<file path="config.mk">
export PLATFORM = sky130hd
export DESIGN_NAME = tage_upd_seq
export DESIGN_NICKNAME = d
export VERILOG_FILES = /design/src/rtl/tage_upd_seq.sv
export SDC_FILE = /design/constraint.sdc
export NUM_CORES = 1
export LEC_CHECK = 0
export CORE_ASPECT_RATIO = 1.2
export CORE_MARGIN = 4
export CORE_UTILIZATION = 35
export CTS_CLUSTER_DIAMETER = 30
export DETAILED_ROUTE_END_ITERATION = 10
export PLACE_DENSITY = 0.6
export SETUP_SLACK_MARGIN = 0.2
export SYNTH_ARGS = -nofsm -noshare
export SYNTH_HDL_FRONTEND = slang
export SYNTH_SLANG_ARGS = --single-unit
</file>
<file path="constraint.sdc">
create_clock -name Clk -period 4.2 [get_ports Clk]
set_input_delay 0.84 -clock Clk [delete_from_list [all_inputs] [get_ports Clk]]
set_output_delay 0.84 -clock Clk [all_outputs]
set_load 0.02 [all_outputs]
</file>
<file path="src/rtl/tage_upd_seq.sv">
// TAGE update sequencer: queues FTQ update bundles and
// serialises them into single-port TAGE table writes.
package tage_upd_pkg;
  typedef struct packed {
    logic [31:0] pc;
    logic [2:0]  num;
    logic [2:0]  ctr;
    logic [2:0]  u;
    logic        nw;
    logic [2:0]  nnum;
    logic [2:0]  nctr;
    logic [2:0]  nu;
    logic [5:0]  dec;
    logic [17:0] decu;
  } bndl_t;

  typedef enum logic [1:0] {
    IDLE,
    PRV,
    NEW,
    DEC
  } st_t;
endpackage

module tage_upd_seq
  import tage_upd_pkg::*;
#(
  parameter int DEPTH = 4,
  parameter int IDXW  = 8,
  parameter int TAGW  = 8
) (
  input  logic            Clk,
  input  logic            Rest,
  input  logic            UpdAble,
  input  logic [31:0]     UpdPc,
  input  logic [2:0]      UpdNum,
  input  logic [2:0]      UpdCtr,
  input  logic [2:0]      UpdU,
  input  logic            NewAble,
  input  logic [2:0]      NewNum,
  input  logic [2:0]      NewCtr,
  input  logic [2:0]      NewU,
  input  logic [5:0]      DecAble,
  input  logic [17:0]     DecU,
  output logic            UpdFull,
  output logic            UpdBusy,
  output logic [7:0]      DropCnt,
  output logic            TblWe,
  input  logic            TblRdy,
  output logic [2:0]      TblSel,
  output logic [IDXW-1:0] TblIdx,
  output logic [TAGW-1:0] TblTag,
  output logic [2:0]      TblCtr,
  output logic [2:0]      TblU,
  output logic            TblWrCtr,
  output logic            TblWrTag,
  output logic            TblWrU
);

  localparam int PW = $clog2(DEPTH);
  localparam logic [PW:0] FULLC = (PW+1)'(DEPTH);

  bndl_t           mem [DEPTH];
  bndl_t           inb;
  bndl_t           hd;
  logic [PW-1:0]   wp;
  logic [PW-1:0]   rp;
  logic [PW:0]     cnt;
  logic [PW:0]     cnt_nx;
  logic            full_q;
  logic [7:0]      drop;
  st_t             st;
  st_t             st_nx;
  logic [5:0]      clr;
  logic [5:0]      clr_nx;
  logic [5:0]      eff;
  logic [5:0]      rem;
  logic [5:0]      low;
  logic [2:0]      lt;
  logic [2:0]      lu;
  logic            enq;
  logic            pop;
  logic            acc;
  logic [IDXW-1:0] plo;
  logic [IDXW-1:0] phi;
  logic [TAGW-1:0] ptg;
  logic            unused_ok;

  function automatic logic [IDXW-1:0] hidx(
    input logic [IDXW-1:0] lo,
    input logic [IDXW-1:0] hi,
    input logic [2:0]      t
  );
    return lo ^ (hi >> t);
  endfunction

  function automatic logic [TAGW-1:0] htag(
    input logic [TAGW-1:0] tg,
    input logic [2:0]      t
  );
    return tg ^ TAGW'(t);
  endfunction

  assign inb = '{
    pc:   UpdPc,
    num:  UpdNum,
    ctr:  UpdCtr,
    u:    UpdU,
    nw:   NewAble,
    nnum: NewNum,
    nctr: NewCtr,
    nu:   NewU,
    dec:  DecAble,
    decu: DecU
  };

  assign hd  = mem[rp];
  assign plo = hd.pc[IDXW+1:2];
  assign phi = hd.pc[2*IDXW+1:IDXW+2];
  assign ptg = hd.pc[IDXW+TAGW+1:IDXW+2];
  assign unused_ok = ^hd.pc;

  // Acceptance looks only at the registered count.
  assign enq = UpdAble && (cnt != FULLC);
  assign acc = TblWe && TblRdy;

  assign UpdFull = full_q;
  assign UpdBusy = (cnt != '0);
  assign DropCnt = drop;

  // Allocation wins over a decrement to the same table.
  always_comb begin
    eff = '0;
    for (int t = 1; t <= 6; t++)
      eff[t-1] = hd.dec[t-1] &
        ~(hd.nw & (hd.nnum == 3'(t)));
    rem = eff & ~clr;
    low = rem & (~rem + 6'd1);
    lt  = '0;
    lu  = '0;
    unique case (1'b1)
      low[0]: begin
        lt = 3'd1;
        lu = hd.decu[2:0];
      end
      low[1]: begin
        lt = 3'd2;
        lu = hd.decu[5:3];
      end
      low[2]: begin
        lt = 3'd3;
        lu = hd.decu[8:6];
      end
      low[3]: begin
        lt = 3'd4;
        lu = hd.decu[11:9];
      end
      low[4]: begin
        lt = 3'd5;
        lu = hd.decu[14:12];
      end
      low[5]: begin
        lt = 3'd6;
        lu = hd.decu[17:15];
      end
      default: ;
    endcase
  end

  always_comb begin
    st_nx  = st;
    clr_nx = clr;
    pop    = 1'b0;
    unique case (st)
      IDLE: begin
        if (cnt != '0 || enq)
          st_nx = PRV;
      end
      PRV: begin
        if (acc) begin
          if (hd.nw)
            st_nx = NEW;
          else if (|rem)
            st_nx = DEC;
          else
            pop = 1'b1;
        end
      end
      NEW: begin
        if (acc) begin
          if (|rem)
            st_nx = DEC;
          else
            pop = 1'b1;
        end
      end
      DEC: begin
        if (acc) begin
          clr_nx = clr | low;
          if ((rem & ~low) == '0)
            pop = 1'b1;
        end
      end
      default: st_nx = IDLE;
    endcase
    cnt_nx = cnt
           + {{PW{1'b0}}, enq}
           - {{PW{1'b0}}, pop};
    if (pop) begin
      clr_nx = '0;
      st_nx  = (cnt_nx != '0) ? PRV : IDLE;
    end
  end

  always_comb begin
    TblWe    = 1'b0;
    TblSel   = '0;
    TblIdx   = '0;
    TblTag   = '0;
    TblCtr   = '0;
    TblU     = '0;
    TblWrCtr = 1'b0;
    TblWrTag = 1'b0;
    TblWrU   = 1'b0;
    unique case (st)
      PRV: begin
        TblWe    = 1'b1;
        TblSel   = hd.num;
        TblIdx   = hidx(plo, phi, hd.num);
        TblCtr   = hd.ctr;
        TblU     = hd.u;
        TblWrCtr = 1'b1;
        TblWrU   = (hd.num != 3'd0);
      end
      NEW: begin
        TblWe    = 1'b1;
        TblSel   = hd.nnum;
        TblIdx   = hidx(plo, phi, hd.nnum);
        TblTag   = htag(ptg, hd.nnum);
        TblCtr   = hd.nctr;
        TblU     = hd.nu;
        TblWrCtr = 1'b1;
        TblWrTag = 1'b1;
        TblWrU   = 1'b1;
      end
      DEC: begin
        TblWe  = 1'b1;
        TblSel = lt;
        TblIdx = hidx(plo, phi, lt);
        TblU   = lu;
        TblWrU = 1'b1;
      end
      default: ;
    endcase
  end

  always_ff @(posedge Clk) begin
    if (Rest) begin
      st     <= IDLE;
      cnt    <= '0;
      wp     <= '0;
      rp     <= '0;
      clr    <= '0;
      full_q <= 1'b0;
      drop   <= '0;
    end else begin
      st     <= st_nx;
      cnt    <= cnt_nx;
      clr    <= clr_nx;
      full_q <= (cnt_nx == FULLC);
      if (enq)
        wp <= wp + 1'b1;
      if (pop)
        rp <= rp + 1'b1;
      if (UpdAble && !enq && drop != 8'hFF)
        drop <= drop + 8'd1;
    end
  end

  always_ff @(posedge Clk) begin
    if (enq)
      mem[wp] <= inb;
  end

endmodule

</file>
==> flow_summary.toml, run 1 <==
[power_and_ir_drop]
p_clk_share_pct = 42.3
ir_drop_mv = 0.326
power_density_nw_per_um2 = 607
p_seq_share_pct = 35.0
total_leakage_power_nw = 5.16
power.net_switching_mw = 2.53
p_comb_share_pct = 22.7
p_int_mw = 6.68
switching_share_pct = 27.4

[global_routing]
grt_pass1_vias = 6955
grt_max_degree = 43
grt_usage_pct = 14.9
grt_overflow_total = 0
grt_pass1_wl_um = 39600
grt_antenna_before_repair = 0

[cells_and_area]
n_antenna_cell = 0
synthToLayoutAreaGrowth_pct = 37.2
fin_nets = 955
final_util_pct = 48.5
drive_above_1_share_pct = 35.3
fill_cells = 2663

[logic_synthesis]
synth.area.mux_share_pct = 12.8
ys_seq_area_share_pct = 68.8
synth_compound_area_share_pct = 6.65
synth_ff_type = "edfxtp_1"
netlist_area_um2 = 11000
syn_area_per_cell_um2 = 16.8
yosysWarnings = 0
synth_cells = 656
syn-num-nets = 747
synth_top_area_share_pct = 64.1
synthTopCellsByArea = "edfxtp_1, mux4_2, dfxtp_1, mux2i_1, nor2_1"
synth-edff-count = 236
yosysUniqueCellTypes = 73
async_flop_share_pct = 0
synth_top_family_by_area = "multiplexers"
ys_seq_elements = 262
synth.largest_area_cell = "edfxtp_1"
synth-simple-area-share_pct = 7.17
synth_adder_area_share_pct = 1.43
synth-xor-area-share_pct = 1.35

[floorplan]
die_w_um = 170
rows = 71
core_area_um2 = 31300
start_util_pct = 35.3
num_io_pins = 118
dieArea_um2 = 34500
die_y_um = 203

[timing]
max_freq_ghz = 0.221
hold_viol = 0
rsz0062_at_grt = "yes"
finalMaxSlewViolations = 0
relSlewSlack_pct = 45.3
post-route-min-period_ns = 4.53
fin_crit_sh_pct = 108
skew_ns = 0.0161
final.setup.worst_slack_ns = -0.334
holdWs_ns = 0.461
tightest_slew_ns = 0.818
setup-violations-final = 11

[placement]
pre_cts_slack_ns = -0.286
place_congestion = 0.817
dpl.hpwl_um = 16700
portBuffers = 101

[critical_path]
cpMostUsedCell = "buf_6"
arrival_ns = 3.69
critPathCaptureType = "primary output"
cp.required_ns = 3.36
critPathLaunchType = "flop"
path_max_fanout = 7
path_class = "flop to primary output"
crit_slowest_cell = "mux4_2"
crit_chain = "mux4_2 -> and4bb_4 -> or3_4 -> buf_6 -> a211oi_4 -> o21ai_4 -> buf_6 -> nor2_1 -> a32oi_1 -> and3_1 -> nor3_2 -> buf_4"
worst_path_largest_cell_delay_ns = 0.60

[clock_tree]
clk_path_buf_depth = 3
clk_latency_ns = 0.54
cts-root-buf = "clkbuf_16"
hold_buffers = 0
cts_num_sinks = 262
cts.clk_slew.worst_paths_ns = 0.05
cts_tree = "yes"
numCtsBuffers = 50
h-tree-depth = 2

[route]
dr_total_vias = 6594
detail-route-antenna-nets = 0
first_iter_violations = 370
avgRoutedWirePerCell_um = 19.7
routed_wl_um = 25700
via_per_inst = 5.06
firstDrtPassIters = 5
drc = 0

[job]
cap_violations = 0

[hold_path]
hold_class = "flop to flop"

[outcome]
violations = "negative setup slack"
status = "finished, violations left"
==> power by group through the flow <==
stage / registers, mW / clock network (mW) / logic [mW]
after CTS: 3.22 / 3.97 / 2.01
after global placement: 3.26 / 0 / 1.83
after global routing: 3.24 / 4.11 / 2.25
after floorplan: 3.27 / 0 / 1.04
after detailed placement: 3.27 / 0 / 1.84
final: 3.22 / 3.90 / 2.09
==> path summary, 6_finish.rpt <==
path                       start             endpoint  slack, ns  cells after the start
max                         flop            TblIdx[0]      -0.33                     12
min          clr[5]$_SDFFE_PP0P_  clr[5]$_SDFFE_PP0P_       0.46                      2
max reg2reg                 flop   st[0]$_SDFFE_PP0P_       0.16                     16
min reg2reg  clr[5]$_SDFFE_PP0P_  clr[5]$_SDFFE_PP0P_       0.46                      2
==> routing by layer <==
layer	track usage, %	part of all wire [%]	vias up	wire, um
met1	18.1	40	3350	10400
met5	0	0	-	0
met3	3.25	4.7	46	1200
met2	26.3	53	143	13600
met4	5.05	2.3	0	582
li1	-	-	3055	-
==> per-stage QoR <==
stage          TNS [ns]  power (mW)  std cells  instance area, um2
6_report          -2.62        9.21       1303               15200
3_3_place_gp      -2.69        5.09       1201               13000
3_5_place_dp      -2.51        5.10       1201               13000
2_1_floorplan         0        4.31        656               11000
4_1_cts           -2.81        9.20       1300               15000
5_1_grt           -4.00        9.60       1303               15200
==> state kept, by name, summed over array words and instances (netlist names), named ones only <==
signal,count
mem,236
DropCnt,8
clr,6
cnt,3
rp,2
st,2
wp,2
UpdFull,1
==> synth_stat cells, drive strengths merged, types with 6 or more instances <==
master and instances:
edfxtp 236, mux4 46, nor2 43, a21oi 26, dfxtp 26, nand2 26
mux2i 21, buf 16, mux2 15, o21ai 14, a22oi 12, clkbuf 12
and2 11, and3 11, ha 11, inv 11, xor2 11, nor3 9
o221ai 9, nor2b 8, nand2b 6, xnor2 6
==> timing repair <==
action	in CTS	in global routing
pin swaps	29	19
endpoints found under the setup margin	23	18
buffers inserted	9	3
gates resized for setup	123	44
==> kinds of logic after synthesis <==
| logic type | after synthesis |
|---|---|
| flops | 262 |
| simple gates | 144 |
| compound gates | 99 |
| mux | 82 |
| buf+inv | 40 |
| xor+xnor | 17 |
| fa+ha+maj | 12 |
==> cells in the final DEF, fill, tap and decap left out, types with 15 or more instances in the layout <==
| master | Yosys | routed |
|---|---|---|
| a21oi_1 | 26 | 21 |
| edfxtp_1 | 236 | 236 |
| mux2i_1 | 21 | 18 |
| nor2_1 | 41 | 40 |
| nand2_1 | 26 | 22 |
| buf_6 | 2 | 15 |
| dfxtp_1 | 26 | 24 |
| clkbuf_16 | 0 | 51 |
| clkdlybuf4s50_1 | 0 | 87 |
| buf_4 | 3 | 73 |
| mux4_2 | 46 | 46 |
==> critical path: cells and delay by family, from the launching register on <==
| kind | cells | cell delay, ns |
|---|---|---|
| DFF | 1 | 0.40 |
| AOI/OAI and AO/OA | 3 | 0.59 |
| and+or+nand+nor | 5 | 1.07 |
| muxes | 1 | 0.60 |
| buffers and inverters | 3 | 0.49 |
==> cell type report <==
cell class | count | area [um2] | area share [%]
sequential | 262 | 7610 | 50.2
timing repair buffer | 184 | 1720 | 11.4
clock buffer | 54 | 1290 | 8.49
tap | 401 | 502 | 3.31
clock inverter | 36 | 394 | 2.60
multi-input combinational | 354 | 3600 | 23.7
inverter | 12 | 45.0 | 0.297
Power figures use the tool's default switching activity.
==> run 2: changes to the inputs <==
Settings changed: CAP_MARGIN set to 5.
==> results of run 2 <==
Final layout, timing and power as in run 1 (identical DEF).
